==> src/rtl/rti_pkg.sv <==
// rti_pkg: shared command/state encodings and the timeout result word for the FPRTI issue controller
package rti_pkg;
  typedef enum logic [1:0] {
    CMD_WR_REG = 2'd0,
    CMD_RD_REG = 2'd1,
    CMD_LAUNCH = 2'd2,
    CMD_RSVD   = 2'd3
  } cmd_e;
  typedef enum logic [1:0] {
    S_IDLE,
    S_LAUNCH,
    S_WAIT,
    S_RESP
  } state_e;
  localparam logic [31:0] TIMEOUT_RESULT = 32'hFFFF_FFFF;
endpackage

==> src/rtl/fprti_regfile.sv <==
// fprti_regfile: operand registers with one write port, one read port and a full parallel view
module fprti_regfile #(
  parameter int N = 16
) (
  input  logic               clk,
  input  logic               rst_n,
  input  logic               we,
  input  logic [3:0]         waddr,
  input  logic [31:0]        wdata,
  input  logic [3:0]         raddr,
  output logic [31:0]        rdata,
  output logic [N-1:0][31:0] regs
);
  // Registers clear on reset and take a write only for an index that exists
  always_ff @(posedge clk) begin
    if (!rst_n) regs <= '0;
    else if (we && int'(waddr) < N) regs[waddr] <= wdata;
  end
  assign rdata = int'(raddr) < N ? regs[raddr] : '0;
endmodule

==> src/rtl/fprti_issue_ctrl.sv <==
// fprti_issue_ctrl: accepts core commands, owns the operand registers and sequences engine launches
module fprti_issue_ctrl
  import rti_pkg::*;
#(
  parameter int NUM_FPRTI_REGS = 16,
  parameter int TIMEOUT_CYCLES = 1024
) (
  input  logic                            clk,
  input  logic                            rst_n,
  input  logic                            req_i,
  input  logic [1:0]                      cmd_i,
  input  logic [3:0]                      addr_i,
  input  logic [31:0]                     wdata_i,
  output logic                            gnt_o,
  output logic                            rvalid_o,
  output logic [31:0]                     rdata_o,
  output logic                            err_o,
  output logic                            busy_o,
  output logic [NUM_FPRTI_REGS-1:0][31:0] fprti_regs_o,
  output logic                            input_valid_o,
  input  logic [31:0]                     return_i,
  input  logic                            output_valid_i
);
  localparam int CW = $clog2(TIMEOUT_CYCLES + 1);
  localparam logic [CW-1:0] CNT_LAST = CW'(TIMEOUT_CYCLES - 1);
  state_e state, state_nx;
  cmd_e cmd;
  logic [CW-1:0] cnt;
  logic [31:0] rf_rdata;
  logic ready, rd_q, timeout;
  assign cmd = cmd_e'(cmd_i);
  assign timeout = cnt == CNT_LAST;
  assign busy_o = rst_n & (state != S_IDLE);
  assign input_valid_o = rst_n & (state == S_LAUNCH);
  assign rvalid_o = rst_n & ((state == S_RESP) | rd_q);
  fprti_regfile #(.N(NUM_FPRTI_REGS)) u_regfile (
    .clk   (clk),
    .rst_n (rst_n),
    .we    (gnt_o && cmd == CMD_WR_REG),
    .waddr (addr_i),
    .wdata (wdata_i),
    .raddr (addr_i),
    .rdata (rf_rdata),
    .regs  (fprti_regs_o)
  );
  // State register
  always_ff @(posedge clk) begin
    if (!rst_n) state <= S_IDLE;
    else state <= state_nx;
  end
  // Grant only in IDLE once the cycle after reset has passed; a launch moves through the engine handshake
  always_comb begin
    state_nx = state;
    gnt_o = 1'b0;
    case (state)
      S_IDLE: begin
        gnt_o = rst_n & ready & req_i;
        state_nx = (gnt_o && cmd == CMD_LAUNCH) ? S_LAUNCH : S_IDLE;
      end
      S_LAUNCH: state_nx = S_WAIT;
      S_WAIT:   state_nx = (output_valid_i || timeout) ? S_RESP : S_WAIT;
      default:  state_nx = S_IDLE;
    endcase
  end
  // Response capture and wait counter; an engine result beats a same-cycle timeout
  always_ff @(posedge clk) begin
    if (!rst_n) begin
      ready <= 1'b0;
      rd_q <= 1'b0;
      cnt <= '0;
      rdata_o <= '0;
      err_o <= 1'b0;
    end else begin
      ready <= 1'b1;
      rd_q <= gnt_o && cmd == CMD_RD_REG;
      cnt <= state == S_WAIT ? cnt + 1'b1 : '0;
      if (gnt_o && cmd == CMD_RD_REG) begin
        rdata_o <= rf_rdata;
        err_o <= 1'b0;
      end else if (state == S_WAIT && output_valid_i) begin
        rdata_o <= return_i;
        err_o <= 1'b0;
      end else if (state == S_WAIT && timeout) begin
        rdata_o <= TIMEOUT_RESULT;
        err_o <= 1'b1;
      end
    end
  end
endmodule

==> config.mk <==
export PLATFORM = sky130hd
export DESIGN_NAME = fprti_issue_ctrl
export DESIGN_NICKNAME = d
export VERILOG_FILES = /design/src/rtl/rti_pkg.sv /design/src/rtl/fprti_regfile.sv /design/src/rtl/fprti_issue_ctrl.sv
export SDC_FILE = /design/constraint.sdc
export NUM_CORES = 1
export LEC_CHECK = 0
export ABC_AREA = 1
export CAP_MARGIN = 10
export CELL_PAD_IN_SITES_DETAIL_PLACEMENT = 2
export CELL_PAD_IN_SITES_GLOBAL_PLACEMENT = 2
export CORE_MARGIN = 2
export CORE_UTILIZATION = 26
export DETAILED_ROUTE_END_ITERATION = 10
export GPL_TIMING_DRIVEN = 1
export PLACE_DENSITY = 0.84
export RECOVER_POWER = 50
export SYNTH_ARGS = -nofsm -noshare
export SYNTH_HDL_FRONTEND = slang
export SYNTH_SLANG_ARGS = --single-unit
==> constraint.sdc <==
create_clock -name clk -period 2.1 [get_ports clk]
set_clock_uncertainty 0.15 [all_clocks]
set_input_delay 0.42 -clock clk [delete_from_list [all_inputs] [get_ports clk]]
set_output_delay 0.42 -clock clk [all_outputs]
set_load 0.05 [all_outputs]
==> results_dict.tcl <==
set metrics [dict create \
    die_x_um 318.7 \
    drtIter0Drc 2177 \
    grt_remaining_overflow 0 \
    place_area_sq_mm 0.03345 \
    wl_met3_um 9787 \
    r2r_slack_ns -0.19 \
    synthCells 3953 \
    p_leak_nw 16.08 \
    wl_met1_um 68500 \
    top_layer "met5" \
    worstSetupPathType "reg2out" \
    core_sq_mm 0.09828 \
    worstPathArrival_ns 1.72 \
    slowest_delay_ns 0.35 \
    worst_path_max_delay_cell "dfxtp_2" \
    cts.clk_slew.worst_paths_ns 0.07 \
    io_pins 623 \
    cts_tree "done" \
    period_needed_ns 2.291 \
    holdWs_ns 0.06726 \
    antenna_found_initial 9 \
    dp.final_hpwl_um 101600 \
    fill_cells 11245 \
    htreeDepth 3 \
    postRouteWirelength_um 167800 \
    grt_pass1_vias 30712 \
    wl_per_cell_um 28.27 \
    fmax_ghz 0.4366 \
    clkLatencyLatePin_ns 0.64 \
    ys_seq_area_frac 0.4354 \
    nets 4676 \
    status "finished, violations left" \
    ant_nets 0 \
    grt_pass1_wl_um 207600 \
    worst_ep_required_time_ns 1.53 \
    initial_utilization 0.2620 \
    startpoint_type "flip-flop" \
    hold_viol 0 \
    sw_frac_of_total 0.2630 \
    rows 115 \
    drv_slew 0 \
    power.internal_mw 18.90 \
    ys_seq_elements 560 \
    num_vias 30832 \
    stdcell_count 5935 \
    maxCapViolCount 0 \
    rsz0062_at_grt "yes" \
    die_area_sq_mm 0.1016 \
    dieHeight_um 318.7 \
    via_per_inst 5.195 \
    clock_power_share 0.500 \
    dp.cells 5730 \
    violations "setup timing" \
    gp_congestion 0.8643 \
    drt_first_pass_iters 5 \
    worst_pin_slew_ns 1.155 \
    drc_errors 0 \
    synthToLayoutAreaGrowth_pct 48.67 \
    path_cells "inv_2 > ha_4 > nand2_4 > nor2_4 > buf_12 > buf_12" \
    grt_use_total 0.2697 \
    yosysWarnings 0 \
    power.net_switching_mw 6.745 \
    syn_area_sq_mm 0.02575 \
    clock-sinks 560 \
    power_frac_comb 0.083 \
    cpMostUsedCell "buf_12" \
    port-buffer-count 622 \
    post-route-period-util 1.091 \
    crit_fanout 2 \
    wl_met2_um 78420 \
    ctsLongestPathBuffers 3 \
    final_area_sq_mm 0.03828 \
    cts_root_buffer "clkbuf_16" \
    ys_types 26 \
    grt_max_degree 150 \
    drive_gt1_frac 0.2266 \
    setup_viol 338 \
    p_per_area_mw_per_mm2 670.0 \
    cts_inserted_buffers 71 \
    seq_power_share 0.418 \
    fin_util 0.3895 \
    vdd_drop_max_mv 0.4249 \
    max_slew_margin 0.2298 \
    critPathCaptureType "output pin" \
    finalWorstSetupSlack_ns -0.1907 \
    syn-num-nets 4033 \
    hp-class "in2reg" \
    syn_area_per_cell_sq_um 6.513 \
]
-- Yosys cell counts, drive strengths merged --
master / n / area, sq um
a21oi: 455 / 2277
buf: 74 / 366.6
clkbuf: 219 / 822.0
dfxtp: 560 / 11210
ha: 6 / 75.07
inv: 507 / 1903
nand2: 1127 / 4283
nand3: 52 / 260.3
nand3b: 1 / 7.510
nand4: 1 / 12.51
nor2: 301 / 1187
nor3: 19 / 95.09
nor4: 1 / 6.260
o21a: 1 / 7.510
o21ai: 595 / 2978
o21bai: 32 / 240.2
or2: 1 / 6.260
xor2: 1 / 8.760
-- power groups by stage --
stage | registers, mW | logic [mW] | clock network, mW
CTS | 10.7 | 1.93 | 12.9
global route | 10.7 | 2.23 | 13.4
detailed placement | 10.9 | 1.90 | 0
global placement | 10.9 | 1.85 | 0
floorplan | 11.1 | 0.751 | 0
finish | 10.7 | 2.13 | 12.8
-- critical path: cells and delay by family (launching register included) --
family,cells,cell delay [ns]
flip-flops,1,0.35
buffers and inverters,3,0.35
AND/OR/NAND/NOR,2,0.21
adder cells (fa/ha/maj),1,0.16
-- logic make-up (layout without fill, tap and decap cells) --
family,Yosys count,after routing,synth area share
simple gates,1503,1503,0.2275
xor+xnor,1,1,0.0003402
other cells,0,5,0
compound gates,1083,1083,0.2137
fa+ha+maj,6,6,0.002916
buf+inv,800,1490,0.1201
flops,560,560,0.4354
-- sequential cells by signal (all words and copies together) (netlist names) --
name / cells
u_regfile.regs: 512
rdata_o: 32
cnt: 11
state: 2
err_o: 1
rd_q: 1
ready: 1
-- final cells by class --
cell class / instances / area, sq um / share of cell area
tap: 1287 / 1610 / 0.04207
clock buffer: 101 / 2072 / 0.05413
sequential: 560 / 11210 / 0.2929
clock inverter: 19 / 256.5 / 0.006701
multi-input combinational: 2593 / 12230 / 0.3196
timing repair buffer: 863 / 8957 / 0.2340
inverter: 507 / 1923 / 0.05024
antenna: 5 / 12.51 / 0.0003269
-- path summary, 6_finish.rpt --
path,from,depth (start not counted),end
hold reg to reg,u_regfile.regs[340],2,u_regfile.regs[340]
setup / recovery,state[1],6,gnt_o
setup reg to reg,state[1],15,rdata_o[16]
hold / removal,rst_n,4,u_regfile.regs[111]
-- through the flow --
stage                     TNS [ns]  setup slack [ns]  power [mW]
after CTS                  -0.4063           -0.1677       25.55
after global placement     -118.53           -0.2850       12.79
final                       -13.00           -0.1907       25.65
after floorplan                  0          0.001209       11.83
after global routing        -35.39           -0.2744       26.36
after detailed placement   -147.57           -0.4189       12.84
-- cells in the final DEF (no fill, tap or decap), types with 4 or more instances in the layout --
cell / count
a21oi_2: 25
inv_2: 7
nor3_1: 18
buf_4: 547
clkbuf_8: 14
diode_2: 5
nand2_4: 5
buf_16: 4
dlygate4sd2_1: 4
buf_12: 84
nor2_4: 12
clkdlybuf4s15_2: 57
nor2_2: 11
nand2_1: 1098
clkdlybuf4s15_1: 19
clkbuf_16: 118
a21oi_1: 430
nand2_2: 11
clkdlybuf4s50_1: 70
o21ai_2: 69
inv_1: 496
bufinv_16: 6
o21ai_0: 231
clkbuf_1: 15
nand3_1: 49
nand2_8: 13
o21ai_4: 8
o21bai_1: 31
o21ai_1: 287
dfxtp_1: 558
nor2_1: 278
buf_6: 21
buf_8: 7
clkinv_2: 9
clkbuf_2: 4
-- routing by layer --
metal | global-route usage | vias up
li1 | - | 13714
met1 | 0.3562 | 15544
met2 | 0.4278 | 1142
met3 | 0.04744 | 426
met4 | 0.1222 | 6
met5 | 0 | -
-- repair_timing --
| action | CTS | global route |
|---|---|---|
| hold buffers | 0 | 0 |
| hold endpoints to repair | 0 | 0 |
| pin swaps | 8 | 25 |
| setup buffers | 5 | 8 |
| gates resized for setup | 251 | 484 |
| gates cloned | 1 | 66 |
| endpoints found under the setup margin | 448 | 453 |
Note: power is estimated with default switching activity, not from simulation.
